**src/rtl/wwm_turn_ctrl_if.sv**
```systemverilog
// Bundle between the artillery turn controller, the input/debounce front end and the VGA renderer.
// The controller takes the slave view; whatever drives buttons and reads the projectile takes the master view.
interface wwm_turn_ctrl_if #(
    parameter int NUM_PLAYERS = 2,
    parameter int COORD_W     = 10,
    parameter int VEL_W       = 6
);
    localparam int PW = (NUM_PLAYERS > 1) ? $clog2(NUM_PLAYERS) : 1;

    logic                             Start;
    logic                             Ack;
    logic                             Fire;
    logic                             tick;
    logic signed [VEL_W-1:0]          vX;
    logic signed [VEL_W-1:0]          vY;
    logic [NUM_PLAYERS*COORD_W-1:0]   pos_x;
    logic [NUM_PLAYERS*COORD_W-1:0]   pos_y;

    logic                             q_I;
    logic                             q_Aim;
    logic                             q_Flight;
    logic                             q_Done;
    logic [PW-1:0]                    cur_player;
    logic [COORD_W-1:0]               proj_x;
    logic [COORD_W-1:0]               proj_y;
    logic                             proj_valid;
    logic [PW-1:0]                    winner;

    modport master (
        output Start, Ack, Fire, tick, vX, vY, pos_x, pos_y,
        input  q_I, q_Aim, q_Flight, q_Done, cur_player, proj_x, proj_y, proj_valid, winner
    );

    modport slave (
        input  Start, Ack, Fire, tick, vX, vY, pos_x, pos_y,
        output q_I, q_Aim, q_Flight, q_Done, cur_player, proj_x, proj_y, proj_valid, winner
    );
endinterface

```
**src/rtl/wwm_turn_ctrl.sv**
```systemverilog
// Turn sequencer for the artillery game: rotates shooters through aim/fire, integrates the
// projectile once per frame tick under gravity, and resolves hits, out-of-arena misses and timeouts.
module wwm_turn_ctrl #(
    parameter int NUM_PLAYERS = 2,
    parameter int COORD_W     = 10,
    parameter int VEL_W       = 6,
    parameter int GRAVITY     = 1,
    parameter int XMIN        = 160,
    parameter int XMAX        = 775,
    parameter int YMIN        = 50,
    parameter int YMAX        = 475,
    parameter int HIT_HX      = 12,
    parameter int HIT_HY      = 12,
    parameter int MAX_TICKS   = 255
) (
    input  logic          clk,
    input  logic          Reset_n,
    wwm_turn_ctrl_if.slave bus
);
    localparam int PW   = (NUM_PLAYERS > 1) ? $clog2(NUM_PLAYERS) : 1;
    localparam int SW   = COORD_W + 2;
    localparam int CW   = $clog2(MAX_TICKS + 1);
    localparam int VMAX = (1 << (VEL_W - 1)) - 1;

    localparam logic signed [SW-1:0] XMIN_S = SW'(XMIN);
    localparam logic signed [SW-1:0] XMAX_S = SW'(XMAX);
    localparam logic signed [SW-1:0] YMIN_S = SW'(YMIN);
    localparam logic signed [SW-1:0] YMAX_S = SW'(YMAX);
    localparam logic signed [SW-1:0] HX_S   = SW'(HIT_HX);
    localparam logic signed [SW-1:0] HY_S   = SW'(HIT_HY);

    typedef enum logic [3:0] {
        S_IDLE   = 4'b0001,
        S_AIM    = 4'b0010,
        S_FLIGHT = 4'b0100,
        S_DONE   = 4'b1000
    } state_t;

    state_t                  state_q, state_d;
    logic [PW-1:0]           cur_q, cur_d;
    logic [PW-1:0]           win_q, win_d;
    logic [COORD_W-1:0]      px_q, px_d;
    logic [COORD_W-1:0]      py_q, py_d;
    logic signed [VEL_W-1:0] vx_q, vx_d;
    logic signed [VEL_W-1:0] vy_q, vy_d;
    logic [CW-1:0]           cnt_q, cnt_d;

    logic signed [SW-1:0]    nx, ny;
    logic                    hit, oob, timeout;
    logic [PW-1:0]           cur_next;

    function automatic logic signed [SW-1:0] ext_pos(input logic [COORD_W-1:0] p);
        return $signed({2'b00, p});
    endfunction

    function automatic logic signed [SW-1:0] ext_vel(input logic signed [VEL_W-1:0] v);
        return $signed({{(SW - VEL_W){v[VEL_W-1]}}, v});
    endfunction

    function automatic logic in_box(input logic signed [SW-1:0] d, input logic signed [SW-1:0] lim);
        return (d <= lim) && (d >= -lim);
    endfunction

    // Gravity only ever pushes vy upward, so only the positive rail needs clamping.
    function automatic logic signed [VEL_W-1:0] sat_gravity(input logic signed [VEL_W-1:0] v);
        int s;
        s = int'(v) + GRAVITY;
        if (s > VMAX) begin
            s = VMAX;
        end
        return s[VEL_W-1:0];
    endfunction

    always_comb begin
        nx = ext_pos(px_q) + ext_vel(vx_q);
        ny = ext_pos(py_q) + ext_vel(vy_q);
    end

    // The shooter's own box is skipped so a projectile launched from its centre cannot self-hit.
    always_comb begin
        hit = 1'b0;
        for (int j = 0; j < NUM_PLAYERS; j++) begin
            if ((PW'(j) != cur_q) &&
                in_box(nx - ext_pos(bus.pos_x[j*COORD_W +: COORD_W]), HX_S) &&
                in_box(ny - ext_pos(bus.pos_y[j*COORD_W +: COORD_W]), HY_S)) begin
                hit = 1'b1;
            end
        end
    end

    always_comb begin
        oob      = (nx < XMIN_S) || (nx > XMAX_S) || (ny < YMIN_S) || (ny > YMAX_S);
        timeout  = (cnt_q == CW'(MAX_TICKS - 1));
        cur_next = (cur_q == PW'(NUM_PLAYERS - 1)) ? '0 : cur_q + 1'b1;
    end

    always_comb begin
        state_d = state_q;
        cur_d   = cur_q;
        win_d   = win_q;
        px_d    = px_q;
        py_d    = py_q;
        vx_d    = vx_q;
        vy_d    = vy_q;
        cnt_d   = cnt_q;
        case (state_q)
            S_IDLE: begin
                if (bus.Start) begin
                    state_d = S_AIM;
                    cur_d   = '0;
                end
            end
            S_AIM: begin
                if (bus.Fire) begin
                    state_d = S_FLIGHT;
                    px_d    = bus.pos_x[cur_q*COORD_W +: COORD_W];
                    py_d    = bus.pos_y[cur_q*COORD_W +: COORD_W];
                    vx_d    = bus.vX;
                    vy_d    = bus.vY;
                    cnt_d   = '0;
                end
            end
            S_FLIGHT: begin
                if (bus.tick) begin
                    if (hit) begin
                        state_d = S_DONE;
                        win_d   = cur_q;
                        px_d    = nx[COORD_W-1:0];
                        py_d    = ny[COORD_W-1:0];
                    end else if (oob || timeout) begin
                        state_d = S_AIM;
                        cur_d   = cur_next;
                    end else begin
                        px_d  = nx[COORD_W-1:0];
                        py_d  = ny[COORD_W-1:0];
                        vy_d  = sat_gravity(vy_q);
                        cnt_d = cnt_q + 1'b1;
                    end
                end
            end
            S_DONE: begin
                if (bus.Ack) begin
                    state_d = S_IDLE;
                end
            end
            default: state_d = S_IDLE;
        endcase
    end

    always_ff @(posedge clk or negedge Reset_n) begin
        if (!Reset_n) begin
            state_q <= S_IDLE;
            cur_q   <= '0;
            win_q   <= '0;
            px_q    <= '0;
            py_q    <= '0;
            vx_q    <= '0;
            vy_q    <= '0;
            cnt_q   <= '0;
        end else begin
            state_q <= state_d;
            cur_q   <= cur_d;
            win_q   <= win_d;
            px_q    <= px_d;
            py_q    <= py_d;
            vx_q    <= vx_d;
            vy_q    <= vy_d;
            cnt_q   <= cnt_d;
        end
    end

    // Every output comes straight off a flop; the one-hot state bits double as the q_* lines.
    assign bus.q_I        = state_q[0];
    assign bus.q_Aim      = state_q[1];
    assign bus.q_Flight   = state_q[2];
    assign bus.q_Done     = state_q[3];
    assign bus.proj_valid = state_q[2];
    assign bus.cur_player = cur_q;
    assign bus.winner     = win_q;
    assign bus.proj_x     = px_q;
    assign bus.proj_y     = py_q;
endmodule

```
**src/flat_wrapper.sv**
```systemverilog
// flat-port wrapper written by rule: the top's interface ports become plain ports
module wwm_turn_ctrl_flat 
#(
    parameter int NUM_PLAYERS = 2,
    parameter int COORD_W     = 10,
    parameter int VEL_W       = 6,
    parameter int GRAVITY     = 1,
    parameter int XMIN        = 160,
    parameter int XMAX        = 775,
    parameter int YMIN        = 50,
    parameter int YMAX        = 475,
    parameter int HIT_HX      = 12,
    parameter int HIT_HY      = 12,
    parameter int MAX_TICKS   = 255
)
  (clk, Reset_n, bus_Start, bus_Ack, bus_Fire, bus_tick, bus_vX, bus_vY, bus_pos_x, bus_pos_y, bus_q_I, bus_q_Aim, bus_q_Flight, bus_q_Done, bus_cur_player, bus_proj_x, bus_proj_y, bus_proj_valid, bus_winner);
  wwm_turn_ctrl_if #(.NUM_PLAYERS(NUM_PLAYERS), .COORD_W(COORD_W), .VEL_W(VEL_W)) bus_i ();
  input  logic clk;
  input  logic Reset_n;
  input wire logic [$bits(bus_i.Start)-1:0] bus_Start;
  input wire logic [$bits(bus_i.Ack)-1:0] bus_Ack;
  input wire logic [$bits(bus_i.Fire)-1:0] bus_Fire;
  input wire logic [$bits(bus_i.tick)-1:0] bus_tick;
  input wire logic [$bits(bus_i.vX)-1:0] bus_vX;
  input wire logic [$bits(bus_i.vY)-1:0] bus_vY;
  input wire logic [$bits(bus_i.pos_x)-1:0] bus_pos_x;
  input wire logic [$bits(bus_i.pos_y)-1:0] bus_pos_y;
  output wire logic [$bits(bus_i.q_I)-1:0] bus_q_I;
  output wire logic [$bits(bus_i.q_Aim)-1:0] bus_q_Aim;
  output wire logic [$bits(bus_i.q_Flight)-1:0] bus_q_Flight;
  output wire logic [$bits(bus_i.q_Done)-1:0] bus_q_Done;
  output wire logic [$bits(bus_i.cur_player)-1:0] bus_cur_player;
  output wire logic [$bits(bus_i.proj_x)-1:0] bus_proj_x;
  output wire logic [$bits(bus_i.proj_y)-1:0] bus_proj_y;
  output wire logic [$bits(bus_i.proj_valid)-1:0] bus_proj_valid;
  output wire logic [$bits(bus_i.winner)-1:0] bus_winner;
  assign bus_i.Start = bus_Start;
  assign bus_i.Ack = bus_Ack;
  assign bus_i.Fire = bus_Fire;
  assign bus_i.tick = bus_tick;
  assign bus_i.vX = bus_vX;
  assign bus_i.vY = bus_vY;
  assign bus_i.pos_x = bus_pos_x;
  assign bus_i.pos_y = bus_pos_y;
  assign bus_q_I = bus_i.q_I;
  assign bus_q_Aim = bus_i.q_Aim;
  assign bus_q_Flight = bus_i.q_Flight;
  assign bus_q_Done = bus_i.q_Done;
  assign bus_cur_player = bus_i.cur_player;
  assign bus_proj_x = bus_i.proj_x;
  assign bus_proj_y = bus_i.proj_y;
  assign bus_proj_valid = bus_i.proj_valid;
  assign bus_winner = bus_i.winner;
  wwm_turn_ctrl #(.NUM_PLAYERS(NUM_PLAYERS), .COORD_W(COORD_W), .VEL_W(VEL_W), .GRAVITY(GRAVITY), .XMIN(XMIN), .XMAX(XMAX), .YMIN(YMIN), .YMAX(YMAX), .HIT_HX(HIT_HX), .HIT_HY(HIT_HY), .MAX_TICKS(MAX_TICKS)) u_core (.clk(clk), .Reset_n(Reset_n), .bus(bus_i));
endmodule
```
**config.mk**
```make
export PLATFORM = sky130hd
export DESIGN_NAME = wwm_turn_ctrl_flat
export DESIGN_NICKNAME = d
export VERILOG_FILES = /design/src/rtl/wwm_turn_ctrl_if.sv /design/src/rtl/wwm_turn_ctrl.sv /design/src/flat_wrapper.sv
export SDC_FILE = /design/constraint.sdc
export NUM_CORES = 1
export LEC_CHECK = 0
export ABC_AREA = 1
export CORE_MARGIN = 2
export CORE_UTILIZATION = 40
export CTS_CLUSTER_DIAMETER = 50
export DETAILED_ROUTE_END_ITERATION = 8
export HOLD_SLACK_MARGIN = 0.05
export PLACE_DENSITY = 0.61
export SLEW_MARGIN = 15
export SYNTH_ARGS = -nofsm -noshare
export SYNTH_HDL_FRONTEND = slang
export SYNTH_SLANG_ARGS = --single-unit
```
**constraint.sdc**
```tcl
create_clock -name clk -period 5.18 [get_ports clk]
set_input_delay 0.518 -clock clk [delete_from_list [all_inputs] [get_ports clk]]
set_output_delay 0.518 -clock clk [all_outputs]
set_load 0.01 [all_outputs]
```
-- Yosys cells after proc, flatten, opt, wreduce, memory -nomap -nowiden
Index checks and enable logic that the tools add are counted.
- flip-flop bits (word level): 46
- input port bits: 58
- output and inout bits: 27
- word-level logic and storage cells: 104
- add/sub/neg operators: 9
- multiply operators: 1
- $lt $le $gt $ge: 13
- equality and inequality tests: 14
- shift-type cells: 2
- muxes and demuxes: 36
- bitwise logic cells: 1
- reduce and logical (&&, ||, !) cells: 20
- operators with widths (operator ; number):
    $mux W10 ; 8
    $ge A12 B5 Y1 const B ; 4
    $le A12 B5 Y1 const B ; 4
    $sub A12 B11 Y12 ; 4
    $pmux W10 S2 ; 2
    $shiftx A20 B6 Y10 ; 2
    $mux W8 ; 4
    $mux W6 ; 5
    $add A11 B6 Y12 ; 2
    $mux W4 ; 6
    $pmux W4 S4 ; 1
    $pmux W8 S2 ; 1
    $reduce_and A5 Y1 ; 3
    $gt A12 B10 Y1 const B ; 1
    $gt A12 B11 Y1 const B ; 1
    $lt A12 B7 Y1 const B ; 1
    $lt A12 B9 Y1 const B ; 1
    $ne A2 B2 Y1 const B ; 6
    $pmux W6 S2 ; 1
    $add A8 B1 Y8 const B ; 1
    $eq A8 B8 Y1 const B ; 1
    $logic_and A1 B1 Y1 ; 8
    $add A6 B2 Y7 const B ; 1
    $gt A7 B6 Y1 const B ; 1
    17 further kinds ; 27

-- Longest topological paths before layout
- depth after elaboration: 11
- mapped depth: 30
- depth with buffers taken out: 29

-- Worst setup path after synthesis
Ideal clock, no wire load.
- path kind: reg2reg
- from: register u_core.px_q[0] (netlist: u_core.bus.proj_x[0])
- to: register u_core.px_q[9] (netlist: u_core.bus.proj_x[9])
- setup time: 0.123 ns
- arrival: 3.472 ns
- required time: 5.057 ns
- slack: 1.584 ns
- cell stages (with the launch flop): 24
- path buffers: 2
- clock period less this slack: 3.596 ns
- cell sequence: dfrtp_1 ha_1 fa_1 nand3_1 nand3_1 xnor2_1 inv_1 ha_1 a21oi_1 nor2_1 nor2_1 nand2_1 xnor2_1 nand3b_1 nor2_1 nand3_1 nand2_1 nand3_2 nand3_2 nand2_2 buf_6 buf_8 nand2_2 o21ai_2
- longest elaborated chain between the ends: 11
- elaborated cells on any way between the ends: 27
- those cells by class: 3 x add/sub; 6 x order compare; 1 x eq/ne; 6 x mux; 11 x reduce/logical
- ends and longest elaborated chain (element ; RTL line ; text):
    start, declared ; wwm_turn_ctrl.sv:42 ; logic [COORD_W-1:0] px_q, px_d;
    start signal, assigned ; wwm_turn_ctrl.sv:164 ; px_q <= px_d;
    $add A11 B6 Y12 * ; wwm_turn_ctrl.sv:75 ; nx = ext_pos(px_q) + ext_vel(vx_q);
    $sub A12 B11 Y12 ; wwm_turn_ctrl.sv:84 ; in_box(nx - ext_pos(bus.pos_x[j*COORD_W +: COORD_W]), HX_S) &&
    $le A12 B5 Y1 or $ge A12 B5 Y1 (tied branches) ; wwm_turn_ctrl.sv:61 ; return (d <= lim) && (d >= -lim);
    $logic_and A1 B1 Y1 ; wwm_turn_ctrl.sv:61 ;
    $logic_and A1 B1 Y1 ; wwm_turn_ctrl.sv:83 ; if ((PW'(j) != cur_q) &&
    $logic_and A1 B1 Y1 ; wwm_turn_ctrl.sv:84 ;
    $mux W1 (2 in series) ; wwm_turn_ctrl.sv:83 ;
    $mux W10 ; wwm_turn_ctrl.sv:125 ; if (hit) begin
    $mux W10 ; wwm_turn_ctrl.sv:124 ; if (bus.tick) begin
    $pmux W10 S2 ; wwm_turn_ctrl.sv:106 ; case (state_q)
Every way passes the cells marked *; elsewhere a longest branch is shown, timed or not. The select of a mux whose other input is x is not followed.
A chain may end at the register's enable or synchronous reset.

-- Worst setup path in the final report
- from: register u_core.px_q[0] (netlist: u_core.bus.proj_x[0])
- to: register u_core.py_q[8] (netlist: u_core.bus.proj_y[8])
- longest elaborated chain between the ends: 11
- elaborated cells on any way between the ends: 26
- those cells by class: 3 x add/sub; 6 x order compare; 1 x eq/ne; 5 x mux; 11 x reduce/logical
- ends and longest elaborated chain (element ; RTL line ; text):
    $add A11 B6 Y12 * ; wwm_turn_ctrl.sv:75 ;
    $sub A12 B11 Y12 ; wwm_turn_ctrl.sv:84 ;
    $le A12 B5 Y1 or $ge A12 B5 Y1 (tied branches) ; wwm_turn_ctrl.sv:61 ;
    $logic_and A1 B1 Y1 ; wwm_turn_ctrl.sv:61 ;
    $logic_and A1 B1 Y1 ; wwm_turn_ctrl.sv:83 ;
    $logic_and A1 B1 Y1 ; wwm_turn_ctrl.sv:84 ;
    $mux W1 (2 in series) ; wwm_turn_ctrl.sv:83 ;
    $mux W10 ; wwm_turn_ctrl.sv:125 ;
    $mux W10 ; wwm_turn_ctrl.sv:124 ;
    $pmux W10 S2 ; wwm_turn_ctrl.sv:106 ;
    end signal, assigned ; wwm_turn_ctrl.sv:165 ; py_q <= py_d;
    end, declared ; wwm_turn_ctrl.sv:43 ; logic [COORD_W-1:0] py_q, py_d;
Marked as above.

==> qor.yml <==
timing:
  worst_slack_ns: 0.573
  hold_viol_final: 0
  period_share: 0.889
  grt_setup_unrepaired: "no"
  setup-tns-final_ns: 0
  period_needed_ns: 4.61
  fmax_ghz: 0.217
  slew_headroom: 0.558
  worst_pin_slew_ns: 0.661
  setup_viol: 0
  finClkSkew_ns: 0.00535
  slew_violations: 0
layout:
  multiInputGateArea_um2: 4990
  finalNetCount: 1395
  fillers: 1864
  final_common_cell: "nand2_1"
  ff_latch_area_um2: 1150
  drive_gt1_frac: 0.0640
  final_cell_mix: "399 x nand2_1, 205 x inv_1, 120 x nand3_1"
  stdcell_count: 1490
  insertedDiodeCount: 0
  syn_to_final_growth_pct: 16.9
critical_path:
  startpoint_type: "flip-flop"
  worst_path_max_delay_cell: "fa_1"
  cp_slowest_stage_delay_ns: 0.44
  worst-path-max-fanout: 24
  cp_common_cell: "nand3_1"
  crit_arrival_ns: 4.78
  cp-end-kind: "flip-flop"
  crit_chain: "ha_1, fa_1, nand3_1, nand3_1, xnor2_1, inv_1, ha_1, nand2_1, nor2_1, nand2_1, nand4_1, nand2_1, nor2_1, nand3_1, nor2_1, nand3_1, a21oi_2, nand3_2, nand3_2, nand2_2, buf_4, nand2_2, o21ai_2"
  critPathKind: "reg2reg"
  worstPathRequired_ns: 5.35
  reg2reg_depth: 23
place:
  dp_hpwl_um: 16900
  port_buffers: 84
  post-place-cells: 1483
  dp_slack_ns: 0.642
  gp_congestion: 0.987
hold_path:
  hp-class: "in2async"
synth:
  synth.distinct_cells: 40
  synth_ff_type: "dfrtp_1"
  syn_avg_cell_area_um2: 5.93
  synth_edf_count: 0
  syn_nets: 1320
  syn-cell-area_um2: 7050
  postSynthCellCount: 1190
  async_reset_ff_frac: 1.00
  yosys_warnings: 0
  yosys.area.top_type: "nand2_1"
  synth_top_area_share: 0.212
  yosysSeqAreaShare: 0.163
  ys_ff_latch: 46
  synth_area_leaders: "nand2_1 21%, dfrtp_1 16%, ha_1 12%"
clocking:
  post_cts_buffers: 0
  cts.sinks: 46
  cts_resized: 0
  htree_levels: 2
  cts-hold-fix-buffers: 0
  cts_tree: "yes"
  cts_buffer_depth: 2
  cts_buffers: 5
  clk_latency_ns: 0.29
  cts-root-buf: "clkbuf_16"
  clkTransAtPathRegs_ns: 0.06
global_routing:
  gr-usage-all-layers: 0.224
  grt_antenna_before_repair: 0
  grt_overflow: 0
  grt_start_max_net_pins: 47
  grt_pass1_vias: 6941
  grt_first_pass_wirelength_um: 33900
floorplanning:
  initial_core_util: 0.408
  die_x_um: 137
  dieArea_um2: 18700
  core_um2: 17300
  pin_count: 85
  num_rows: 48
  die_y_um: 137
routing:
  dr.pass1.iters: 6
  via_count: 7458
  wirelength_um: 20300
  antenna_left: 0
  drtIter0Drc: 549
  avgRoutedWirePerCell_um: 13.6
  drc: 0
  avgViaCountPerCell: 5.01
job:
  drv_cap: 0
outcome:
  status: "complete, no violations"
-- state kept, by name (all words and copies together), names as in the netlist --
register	cells
u_core.bus.proj_y	10
u_core.vx_q	6
u_core.vy_q	6
u_core.bus.proj_x	10
u_core.cnt_q	8
u_core.bus.cur_player	1
u_core.bus.winner	1
u_core.state_q	4
-- cells by family (layout without fill, tap and decap cells) --
logic type,Yosys count,count (layout),share of synthesized area
muxes,10,10,0.0151
adders and majority gates,72,72,0.134
DFF,46,46,0.163
and+or+nand+nor,695,695,0.430
buffers and inverters,229,304,0.130
AOI/OAI and AO/OA,116,116,0.0991
xor gates and xnor gates,22,22,0.0284
-- stage by stage --
step	utilization	hold slack [ns]	area (um2)
floorplan	-	0.222	7050
finish	0.477	0.238	8240
CTS	0.476	0.468	8240
global placement	0.467	0.495	8070
detailed placement	0.467	0.498	8070
global route	0.477	0.291	8240
-- metal layers --
| layer | GRT usage | wire length (um) | up-vias |
|---|---|---|---|
| met5 | 0 | 0 | - |
| met4 | 0.0304 | 197 | 0 |
| met3 | 0.0230 | 966 | 22 |
| met2 | 0.359 | 8920 | 195 |
| met1 | 0.331 | 10200 | 3312 |
| li1 | - | - | 3929 |
-- area by class of cell --
type | count | share of cell area
multi-input combinational | 915 | 0.605
clock inverter | 1 | 0.00364
tap | 225 | 0.0342
clock buffer | 6 | 0.0168
sequential | 46 | 0.140
timing repair buffer | 87 | 0.104
inverter | 210 | 0.0956
-- synthesized netlist by cell type (3+ instances only) --
cell type,count
o21ai_2,18
xnor2_1,10
xor2_1,11
nand4_1,31
nor2_1,93
mux2i_1,5
a31oi_1,4
nand2_4,4
a21oi_2,4
o21ai_0,50
nor2_2,3
fa_1,6
clkbuf_1,10
nand2_2,18
nand3_2,6
nor3_1,6
inv_2,5
o21bai_1,5
ha_1,66
inv_1,205
nand2_1,399
nand3b_1,9
dfrtp_1,45
mux2_2,5
nand3_1,120
buf_6,5
a21oi_1,32
-- worst max-delay path, delay by kind of cell, from the launching register on --
kind | cells | cell delay (ns)
compound gates | 2 | 0.19
xor+xnor | 1 | 0.38
fa+ha+maj | 3 | 1.07
buf+inv | 2 | 0.52
flops | 1 | 0.40
simple gates | 15 | 1.91
-- path summary, 6_finish.rpt --
kind / start / end / slack (ns)
worst max-delay path: u_core.bus.proj_x[0] / u_core.bus.proj_y[8] / 0.57
worst min-delay path: Reset_n / u_core.vx_q[4] / 0.24
worst max register to register: u_core.bus.proj_x[0] / u_core.bus.proj_y[8] / 0.57
worst min register to register: u_core.bus.winner / u_core.bus.winner / 0.51
max in group asynchronous: Reset_n / u_core.vx_q[5] / 4.53
min in group clk: u_core.bus.winner / u_core.bus.winner / 0.51
Power is not shown: default switching activity piles up to over one toggle a cycle in this logic, so the estimate is an artifact.
